--- src/rtl/uart_rx_framed.sv ---
`default_nettype none
// ============================================================================
// uart_rx_framed : oversampling UART receiver with parity/framing/break status
//                  and a valid/ready holding register with overrun pulse.
// Revision 1.0
// ============================================================================
module uart_rx_framed #(
  parameter int Oversample = 16,
  parameter int DataBits   = 8,
  parameter int Parity     = 0,
  parameter int StopBits   = 1
) (
  input  logic                clk,
  input  logic                reset,
  input  logic                in,
  output logic [DataBits-1:0] data,
  output logic                outValid,
  input  logic                outReady,
  output logic                parityErr,
  output logic                frameErr,
  output logic                overrun,
  output logic                brk
);

  localparam int              c_cntW     = $clog2(Oversample);
  localparam logic [c_cntW-1:0] c_cntLoad = c_cntW'(Oversample - 1);
  localparam logic [c_cntW-1:0] c_cntMid  = c_cntW'(Oversample / 2);
  localparam logic [3:0]      c_lastData = 4'(DataBits - 1);
  localparam logic [3:0]      c_lastStop = 4'(StopBits - 1);

  typedef enum logic [2:0] {
    S_IDLE   = 3'd0,
    S_START  = 3'd1,
    S_DATA   = 3'd2,
    S_PARITY = 3'd3,
    S_STOP   = 3'd4,
    S_BREAK  = 3'd5
  } state_t;

  state_t                r_state;
  state_t                w_next;
  logic                  r_sync1;
  logic                  r_rxs;
  logic                  r_rxsD;
  logic [c_cntW-1:0]     r_cnt;
  logic [3:0]            r_bitIdx;
  logic [DataBits-1:0]   r_shift;
  logic                  r_parAcc;
  logic                  r_parErrI;
  logic                  r_frameErrI;
  logic                  r_anyOne;

  logic w_edge, w_fall, w_mid, w_end, w_inBit, w_resync, w_bitEnd;
  logic w_done, w_enterBrk, w_frameErrNow;

  assign w_edge        = r_rxs ^ r_rxsD;
  assign w_fall        = r_rxsD & ~r_rxs;
  assign w_mid         = (r_cnt == c_cntMid);
  assign w_end         = (r_cnt == '0);
  assign w_inBit       = (r_state == S_DATA) || (r_state == S_PARITY) || (r_state == S_STOP);
  // An early edge in the second half of a bit means the transmitter runs fast.
  assign w_resync      = w_inBit && w_edge && (r_cnt < c_cntMid);
  assign w_bitEnd      = w_end || w_resync;
  assign w_frameErrNow = r_frameErrI | ~r_rxs;

  always_comb begin
    w_next     = r_state;
    w_done     = 1'b0;
    w_enterBrk = 1'b0;
    case (r_state)
      S_IDLE:   if (w_fall) w_next = S_START;
      S_START: begin
        if (w_mid && r_rxs) w_next = S_IDLE;
        else if (w_end)     w_next = S_DATA;
      end
      S_DATA: begin
        if (w_bitEnd && (r_bitIdx == c_lastData))
          w_next = (Parity != 0) ? S_PARITY : S_STOP;
      end
      S_PARITY: if (w_bitEnd) w_next = S_STOP;
      S_STOP: begin
        // Completing at the last mid-bit lets the next start edge be seen at once.
        if (w_mid && (r_bitIdx == c_lastStop)) begin
          if (!(r_anyOne | r_rxs)) begin
            w_next     = S_BREAK;
            w_enterBrk = 1'b1;
          end else begin
            w_next = S_IDLE;
            w_done = 1'b1;
          end
        end
      end
      S_BREAK:  if (r_rxs) w_next = S_IDLE;
      default:  w_next = S_IDLE;
    endcase
  end

  always_ff @(posedge clk) begin
    if (reset) begin
      r_state     <= S_IDLE;
      r_sync1     <= 1'b1;
      r_rxs       <= 1'b1;
      r_rxsD      <= 1'b1;
      r_cnt       <= c_cntLoad;
      r_bitIdx    <= '0;
      r_shift     <= '0;
      r_parAcc    <= 1'b0;
      r_parErrI   <= 1'b0;
      r_frameErrI <= 1'b0;
      r_anyOne    <= 1'b0;
      data        <= '0;
      outValid    <= 1'b0;
      parityErr   <= 1'b0;
      frameErr    <= 1'b0;
      overrun     <= 1'b0;
      brk         <= 1'b0;
    end else begin
      r_sync1 <= in;
      r_rxs   <= r_sync1;
      r_rxsD  <= r_rxs;
      r_state <= w_next;

      if ((w_next != r_state) || w_resync || w_end) r_cnt <= c_cntLoad;
      else                                          r_cnt <= r_cnt - 1'b1;

      if (w_next != r_state)       r_bitIdx <= '0;
      else if (w_inBit && w_bitEnd) r_bitIdx <= r_bitIdx + 4'd1;

      if ((r_state == S_IDLE) && w_fall) begin
        r_parAcc    <= 1'b0;
        r_parErrI   <= 1'b0;
        r_frameErrI <= 1'b0;
        r_anyOne    <= 1'b0;
      end

      if (w_mid) begin
        case (r_state)
          S_DATA: begin
            r_shift  <= {r_rxs, r_shift[DataBits-1:1]};
            r_parAcc <= r_parAcc ^ r_rxs;
            r_anyOne <= r_anyOne | r_rxs;
          end
          S_PARITY: begin
            r_parErrI <= (Parity == 1) ? (r_parAcc ^ r_rxs) : ~(r_parAcc ^ r_rxs);
            r_anyOne  <= r_anyOne | r_rxs;
          end
          S_STOP: begin
            r_frameErrI <= r_frameErrI | ~r_rxs;
            r_anyOne    <= r_anyOne | r_rxs;
          end
          default: ;
        endcase
      end

      if (w_done && (!outValid || outReady)) begin
        data      <= r_shift;
        parityErr <= r_parErrI;
        frameErr  <= w_frameErrNow;
        outValid  <= 1'b1;
      end else if (outValid && outReady) begin
        outValid <= 1'b0;
      end

      overrun <= w_done && outValid && !outReady;
      brk     <= w_enterBrk;
    end
  end

endmodule
`default_nettype wire

--- config.mk ---
export PLATFORM = sky130hd
export DESIGN_NAME = uart_rx_framed
export DESIGN_NICKNAME = d
export VERILOG_FILES = /design/src/rtl/uart_rx_framed.sv
export SDC_FILE = /design/constraint.sdc
export NUM_CORES = 1
export LEC_CHECK = 0
export ABC_CLOCK_PERIOD_IN_PS = 5600
export CAP_MARGIN = 15
export CORE_MARGIN = 2
export CORE_UTILIZATION = 55
export CTS_CLUSTER_DIAMETER = 40
export DETAILED_ROUTE_END_ITERATION = 10
export PLACE_DENSITY = 0.76
export SLEW_MARGIN = 30
export SYNTH_ARGS = -nofsm -noshare
export SYNTH_HDL_FRONTEND = slang
export SYNTH_SLANG_ARGS = --single-unit
export TNS_END_PERCENT = 1
--- constraint.sdc ---
create_clock -name clk -period 5.6 [get_ports clk]
set_clock_uncertainty 0.15 [all_clocks]
set_input_delay 1.4 -clock clk [delete_from_list [all_inputs] [get_ports clk]]
set_output_delay 1.4 -clock clk [all_outputs]
set_load 0.01 [all_outputs]
==> results of run 1 <==
## flip-flops by register name, summed over array words and instances, names as in the netlist, 3 cells and up
register / count
r_cnt: 4
r_bitIdx: 4
r_state: 3
data: 8
r_shift: 8
## per-stage QoR
step           hold WS (ps)  cells  util [%]  cell area [um^2]  total power [W]
2_1_floorplan           239    181         -              1710         0.000305
3_3_place_gp            243    220      61.7              1850         0.000309
3_5_place_dp            246    220      61.5              1850         0.000310
4_1_cts                 271    228      64.4              1930         0.000504
5_1_grt                 290    228      64.4              1930         0.000524
6_report                268    228      64.4              1930         0.000499
## how the worst max path moves through the flow
| stage | start | end | slack (ps) | depth (start not counted) |
|---|---|---|---|---|
| floorplan | r_rxs | r_cnt[3] | 3270 | 7 |
| detailed placement | outReady | data[5] | 2560 | 5 |
| finish | data[4] | data[4] | 2810 | 1 |
| global placement | reset | r_cnt[2] | 2200 | 2 |
| CTS | data[3] | data[3] | 2790 | 1 |
| global route | data[1] | data[1] | 2730 | 1 |
## layout make-up
class                           count  area, um^2
Fill cell                         260        1070
Clock inverter                      2        35.0
Multi-Input combinational cell    125         845
Timing Repair Buffer               16         155
Sequential cell                    39         781
Inverter                            7        26.3
Clock buffer                        6        51.3
Tap cell                           33        41.3
## metal layers
metal	part of all wire (%)	up-vias	global-route usage, %
li1	-	656	-
met4	0.92	0	6.67
met5	0	-	0
met3	3.5	4	6.49
met1	45	640	25.7
met2	50	27	32.6
## layout by cell type (no fill, tap or decap), types with 2 or more instances in the layout
cell type	Yosys	final
sky130_fd_sc_hd__a21oi_1	11	11
sky130_fd_sc_hd__a221oi_1	2	2
sky130_fd_sc_hd__a31oi_1	3	3
sky130_fd_sc_hd__clkbuf_4	0	5
sky130_fd_sc_hd__clkdlybuf4s50_1	0	15
sky130_fd_sc_hd__dfxtp_1	39	39
sky130_fd_sc_hd__ha_1	4	4
sky130_fd_sc_hd__inv_1	6	6
sky130_fd_sc_hd__mux2i_1	17	17
sky130_fd_sc_hd__nand2_1	7	7
sky130_fd_sc_hd__nand2b_1	7	7
sky130_fd_sc_hd__nand3_1	5	5
sky130_fd_sc_hd__nand3b_1	3	3
sky130_fd_sc_hd__nor2_1	25	25
sky130_fd_sc_hd__nor3_1	8	8
sky130_fd_sc_hd__or2_2	3	3
sky130_fd_sc_hd__or4_1	3	3
sky130_fd_sc_hd__xnor2_1	2	2
sky130_fd_sc_hd__xor2_1	4	4
## kinds of logic (layout without fill, tap and decap cells)
| family | after synthesis | count (layout) | synth area share (%) |
|---|---|---|---|
| compound gates | 24 | 24 | 9.36 |
| xor+xnor | 6 | 6 | 3.07 |
| fa+ha+maj | 4 | 4 | 2.92 |
| buf+inv | 17 | 31 | 5.04 |
| flops | 39 | 39 | 45.6 |
| mux | 17 | 17 | 9.94 |
| simple gates | 74 | 74 | 24.1 |
## report_power, final
| part | total, W | internal [W] | switching (W) |
|---|---|---|---|
| sequential | 0.000284 | 0.000281 | 0.00000340 |
| combinational | 0.0000201 | 0.00000813 | 0.0000120 |
| clock | 0.000195 | 0.000106 | 0.0000895 |
==> results.json, run 1 <==
{
  "worst_setup_slack_before_clock_tree_synthesis_ps": 2560,
  "synth_commonest_cells": "sky130_fd_sc_hd__dfxtp_1, sky130_fd_sc_hd__nor2_1, sky130_fd_sc_hd__mux2i_1, sky130_fd_sc_hd__a21oi_1, sky130_fd_sc_hd__nor3_1",
  "leakage_power_of_the_design_nw": 0.691,
  "number_of_design_rule_violations_left_by_the_first_detailed_router_iteration": 38,
  "outcome": "complete, no violations",
  "max_slew.worst_pin.slew_ps": 611,
  "antenna_found_initial": 0,
  "maxClockFrequency_mhz": 358,
  "critical_path.reg2reg.endpoint": "r_cnt[3]",
  "mappedNetlistNets": 189,
  "timing.critical_path.slowest_cell_delay_ps": 540,
  "netlist_area_pre_place_mm2": 0.00171,
  "worst-r2r-cell-count": 6,
  "grt_start_max_net_pins": 37,
  "globalplace.congestion": 0.855,
  "cp_top_family": "buffers and inverters",
  "cts_max_level": 2,
  "vias_per_cell": 5.82,
  "async_reset_ff_share_pct": 0,
  "cell_types_with_the_largest_area_share_after_synthesis": "sky130_fd_sc_hd__dfxtp_1, sky130_fd_sc_hd__mux2i_1, sky130_fd_sc_hd__nor2_1",
  "drive_gt1_share_pct": 10.3,
  "holdBufCountCts": 0,
  "floorplan.die.width_um": 59.8,
  "clkTransAtPathRegs_ps": 110,
  "crit_fanout": 2,
  "layout-area-overhead-vs-synth_pct": 13.0,
  "ant_diodes": 0,
  "worst_ir_drop_vdd_v": 0.000244,
  "synthMostInstantiatedCell": "sky130_fd_sc_hd__dfxtp_1",
  "synth_largest_area_cell": "sky130_fd_sc_hd__dfxtp_1",
  "worstPathRequired_ps": 4050,
  "worst-endpoint-arrival_ps": 1240,
  "final_min_period_over_clock_period_pct": 49.8,
  "first_global_vias": 1215,
  "hold-path-endpoint": "r_rxs",
  "crit_path_cell_trace": "clkdlybuf4s50_1",
  "synth.ff_latch_count": 39,
  "synth-edff-count": 0,
  "worst_r2r_startpoint": "r_rxs",
  "routed_wire_length_per_instance_um": 13.9,
  "synth.distinct_cells": 43,
  "report.final.setup_viol": 0,
  "timing.slew.headroom_pct": 58.1,
  "clockBufferDepth": 2,
  "r2r_setup_slack_ps": 3090,
  "drt_total_wl_um": 3160,
  "cts-resized-gates": 0,
  "hold_class": "reg2reg",
  "grt_util_all_layers_pct": 20.3,
  "synth_cells": 181,
  "initial_drt_pass_iterations": 4,
  "post-cts-setup-buffers": 0,
  "p_per_area_mw_per_mm2": 258,
  "timing.final.hold_violations": 0,
  "io_buffers": 16,
  "post-dp-hpwl_um": 2260,
  "die_height_um": 59.8,
  "clkLatencyLatePin_ps": 340,
  "hp-start": "r_sync1",
  "worst_hold_path.num_cells": 1,
  "start_util_pct": 57.0,
  "num_rows": 20,
  "timing.setup.critical_path_class": "reg2out",
  "synth_area_per_cell_um2": 9.46,
  "path_buf_inv": 1,
  "cts_made_buffers": 5,
  "io_count": 17,
  "rsz0062_at_grt": "no",
  "worstSetupStartpointType": "flop",
  "setup_slack_ps": 2810,
  "clock_sink_count": 39,
  "ys_seq_area_share_pct": 45.6,
  "yosysWarnings": 0,
  "synth.top_cell.area_share_pct": 45.6,
  "postSynth.topFlopCell": "sky130_fd_sc_hd__dfxtp_1",
  "routed-via-count": 1327,
  "report.final.slew_viol_count": 0,
  "antenna_violating_nets_post_route": 0,
  "route.detailed.drc": 0,
  "global_route.overflow_total": 0,
  "drv.max_cap_violation_count": 0,
  "clock_tree.root_cell": "sky130_fd_sc_hd__clkbuf_4",
  "totalNegativeSetupSlack_ps": 0,
  "crit_path_time_final_ps": 2790,
  "tritoncts": "yes",
  "grt_first_pass_wirelength_um": 5380,
  "critPathSlowestCell": "sky130_fd_sc_hd__clkdlybuf4s50_1",
  "core_region_area_mm2": 0.00300,
  "fp.dieArea_mm2": 0.00357,
  "cp-end-kind": "output port",
  "nNetsFinal": 202
}
Note: power is estimated with default switching activity, not from simulation.
==> run 2: changes to the inputs <==
--- a/config.mk
+++ b/config.mk
@@ -5,7 +5,7 @@
 export SDC_FILE = /design/constraint.sdc
 export NUM_CORES = 1
 export LEC_CHECK = 0
-export ABC_CLOCK_PERIOD_IN_PS = 5600
+export ABC_CLOCK_PERIOD_IN_PS = 2900
 export CAP_MARGIN = 15
 export CORE_MARGIN = 2
 export CORE_UTILIZATION = 55
==> constraint.sdc (replaced) <==
create_clock -name clk -period 2.9 [get_ports clk]
set_clock_uncertainty 0.15 [all_clocks]
set_input_delay 0.725 -clock clk [delete_from_list [all_inputs] [get_ports clk]]
set_output_delay 0.725 -clock clk [all_outputs]
set_load 0.01 [all_outputs]
==> results.json, run 2 (synthesis gave the netlist of run 1 again) <==
{
  "outcome": "complete, no violations",
  "power_report.internal_total_w": 0.000672,
  "crit_fanout": 11,
  "clockBufferDepth": 2,
  "tritoncts": "yes",
  "net-switching-power_w": 0.000199,
  "antenna_found_initial": 0,
  "clock_tree.root_cell": "sky130_fd_sc_hd__clkbuf_4",
  "timing.final.hold_violations": 0,
  "clkTransAtPathRegs_ps": 110,
  "critical_path.reg2reg.endpoint": "data[4]",
  "r2r_setup_slack_ps": 410,
  "fp.dieArea_mm2": 0.00357,
  "num_rows": 20,
  "nNetsFinal": 203,
  "vias_per_cell": 5.79,
  "globalplace.congestion": 0.828,
  "final_min_period_over_clock_period_pct": 85.9,
  "grt_start_max_net_pins": 28,
  "io_buffers": 16,
  "global_route.usage.met1_pct": 25.7,
  "timing.slew.headroom_pct": 60.3,
  "routed_wire_length_per_instance_um": 13.5,
  "p_per_area_mw_per_mm2": 454,
  "grt_util_all_layers_pct": 20.8,
  "routed-via-count": 1321,
  "drv.max_cap_violation_count": 0,
  "layout_commonest_cell": "sky130_fd_sc_hd__dfxtp_1",
  "worstSetupStartpointType": "flop",
  "totalNegativeSetupSlack_ps": 0,
  "clkLatencyLatePin_ps": 350,
  "clkPwrFrac_pct": 32.3,
  "place_area_mm2": 0.00186,
  "post-dp-hpwl_um": 2250,
  "io_count": 17,
  "grt_most_used_layer": "met2",
  "power.switching_fraction_pct": 22.8,
  "global_route.overflow_total": 0,
  "drive_gt1_share_pct": 9.74,
  "die_height_um": 59.8,
  "start_util_pct": 57.0,
  "layout.cell_area.non_filler_mm2": 0.00192,
  "total_chip_power_w": 0.000870,
  "floorplan.die.width_um": 59.8,
  "first_global_vias": 1246,
  "route.detailed.drc": 0,
  "max_slew.worst_pin.slew_ps": 578,
  "layout-area-overhead-vs-synth_pct": 12.0,
  "worst-r2r-cell-count": 7,
  "worst_setup_slack_before_clock_tree_synthesis_ps": 412,
  "cp-end-kind": "flop",
  "grtUsageMet3_pct": 7.79,
  "setup.worst_path.end": "data[4]",
  "cts-resized-gates": 0,
  "worst_ir_drop_vdd_v": 0.000258,
  "initial_drt_pass_iterations": 4,
  "core_region_area_mm2": 0.00300,
  "post-cts-setup-buffers": 0,
  "report.final.setup_viol": 0,
  "hold_class": "reg2reg",
  "report.final.slew_viol_count": 0,
  "pwr-share-comb_pct": 4.7,
  "critical_path.startpoint": "r_bitIdx[0]",
  "finalCoreUtilization_pct": 63.8,
  "holdBufCountCts": 0,
  "clock_sink_count": 39,
  "reg.largest.list": "data x8, r_shift x8",
  "antenna_violating_nets_post_route": 0,
  "number_of_design_rule_violations_left_by_the_first_detailed_router_iteration": 75,
  "timing.setup.critical_path_class": "reg2reg",
  "drt_total_wl_um": 3080,
  "setup_slack_ps": 408,
  "grt.met2_usage_pct": 31.4,
  "worst-endpoint-arrival_ps": 2580,
  "grt_first_pass_wirelength_um": 5440,
  "maxClockFrequency_mhz": 401,
  "p_seq_share_pct": 63.0,
  "mostFrequentLayoutCells": "sky130_fd_sc_hd__dfxtp_1, sky130_fd_sc_hd__nor2_1, sky130_fd_sc_hd__mux2i_1, sky130_fd_sc_hd__clkdlybuf4s50_1, sky130_fd_sc_hd__a21oi_1",
  "ant_diodes": 0,
  "leakage_power_of_the_design_nw": 0.682,
  "cts_max_level": 2,
  "worstPathRequired_ps": 2990,
  "worst_r2r_startpoint": "r_bitIdx[0]",
  "cts_made_buffers": 5,
  "crit_path_time_final_ps": 2490,
  "rsz0062_at_grt": "no"
}
## run 2: cell types whose count changed in the layout (fill, tap and decap cells not counted), sizes merged
cell,previous run,this run
bufinv,1,0
clkdlybuf4s50,15,16
## run 2: worst min-delay path by stage
stage                        from     to  slack, ps  cells past startpoint
final                     r_sync1  r_rxs        270                      1
after global routing      r_sync1  r_rxs        300                      1
after CTS                 r_sync1  r_rxs        280                      1
after detailed placement  r_sync1  r_rxs        250                      1
after global placement    r_sync1  r_rxs        250                      1
after floorplan           r_sync1  r_rxs        240                      1
## run 2: through the flow
stage,std cells,hold WS (ps)
floorplan,181,239
global placement,221,246
detailed placement,221,252
CTS,228,277
global route,228,297
finish,228,271
## run 2: layout make-up
cell class | instances | area [um^2]
inverters | 7 | 26.3
multi-input cells | 125 | 845
flip-flops and latches | 39 | 781
well taps | 33 | 41.3
fillers | 251 | 1090
clock buffers | 6 | 51.3
repair buffers | 17 | 168
clock inverters | 1 | 5.00
## run 2: power groups by stage
stage | logic (W) | clock network [W] | registers, W
final | 0.0000410 | 0.000281 | 0.000549
after global routing | 0.0000459 | 0.000315 | 0.000550
after CTS | 0.0000413 | 0.000290 | 0.000549
after detailed placement | 0.0000411 | 0 | 0.000561
after global placement | 0.0000384 | 0 | 0.000560
after floorplan | 0.0000329 | 0 | 0.000556
## run 2: per-layer routing
metal | up-vias | routed length (um)
met4 | 0 | 79
met1 | 617 | 1380
met3 | 10 | 162
li1 | 655 | -
met2 | 39 | 1460
met5 | - | 0
## run 2: worst max-delay path, cell delays in order (launching register included)
cell and delay [ps]:
sky130_fd_sc_hd__dfxtp_1 370, sky130_fd_sc_hd__inv_1 70, sky130_fd_sc_hd__ha_1 130, sky130_fd_sc_hd__or3b_1 390, sky130_fd_sc_hd__or4_4 560, sky130_fd_sc_hd__nor2b_4 380, sky130_fd_sc_hd__mux2i_1 270, sky130_fd_sc_hd__nor2_1 60
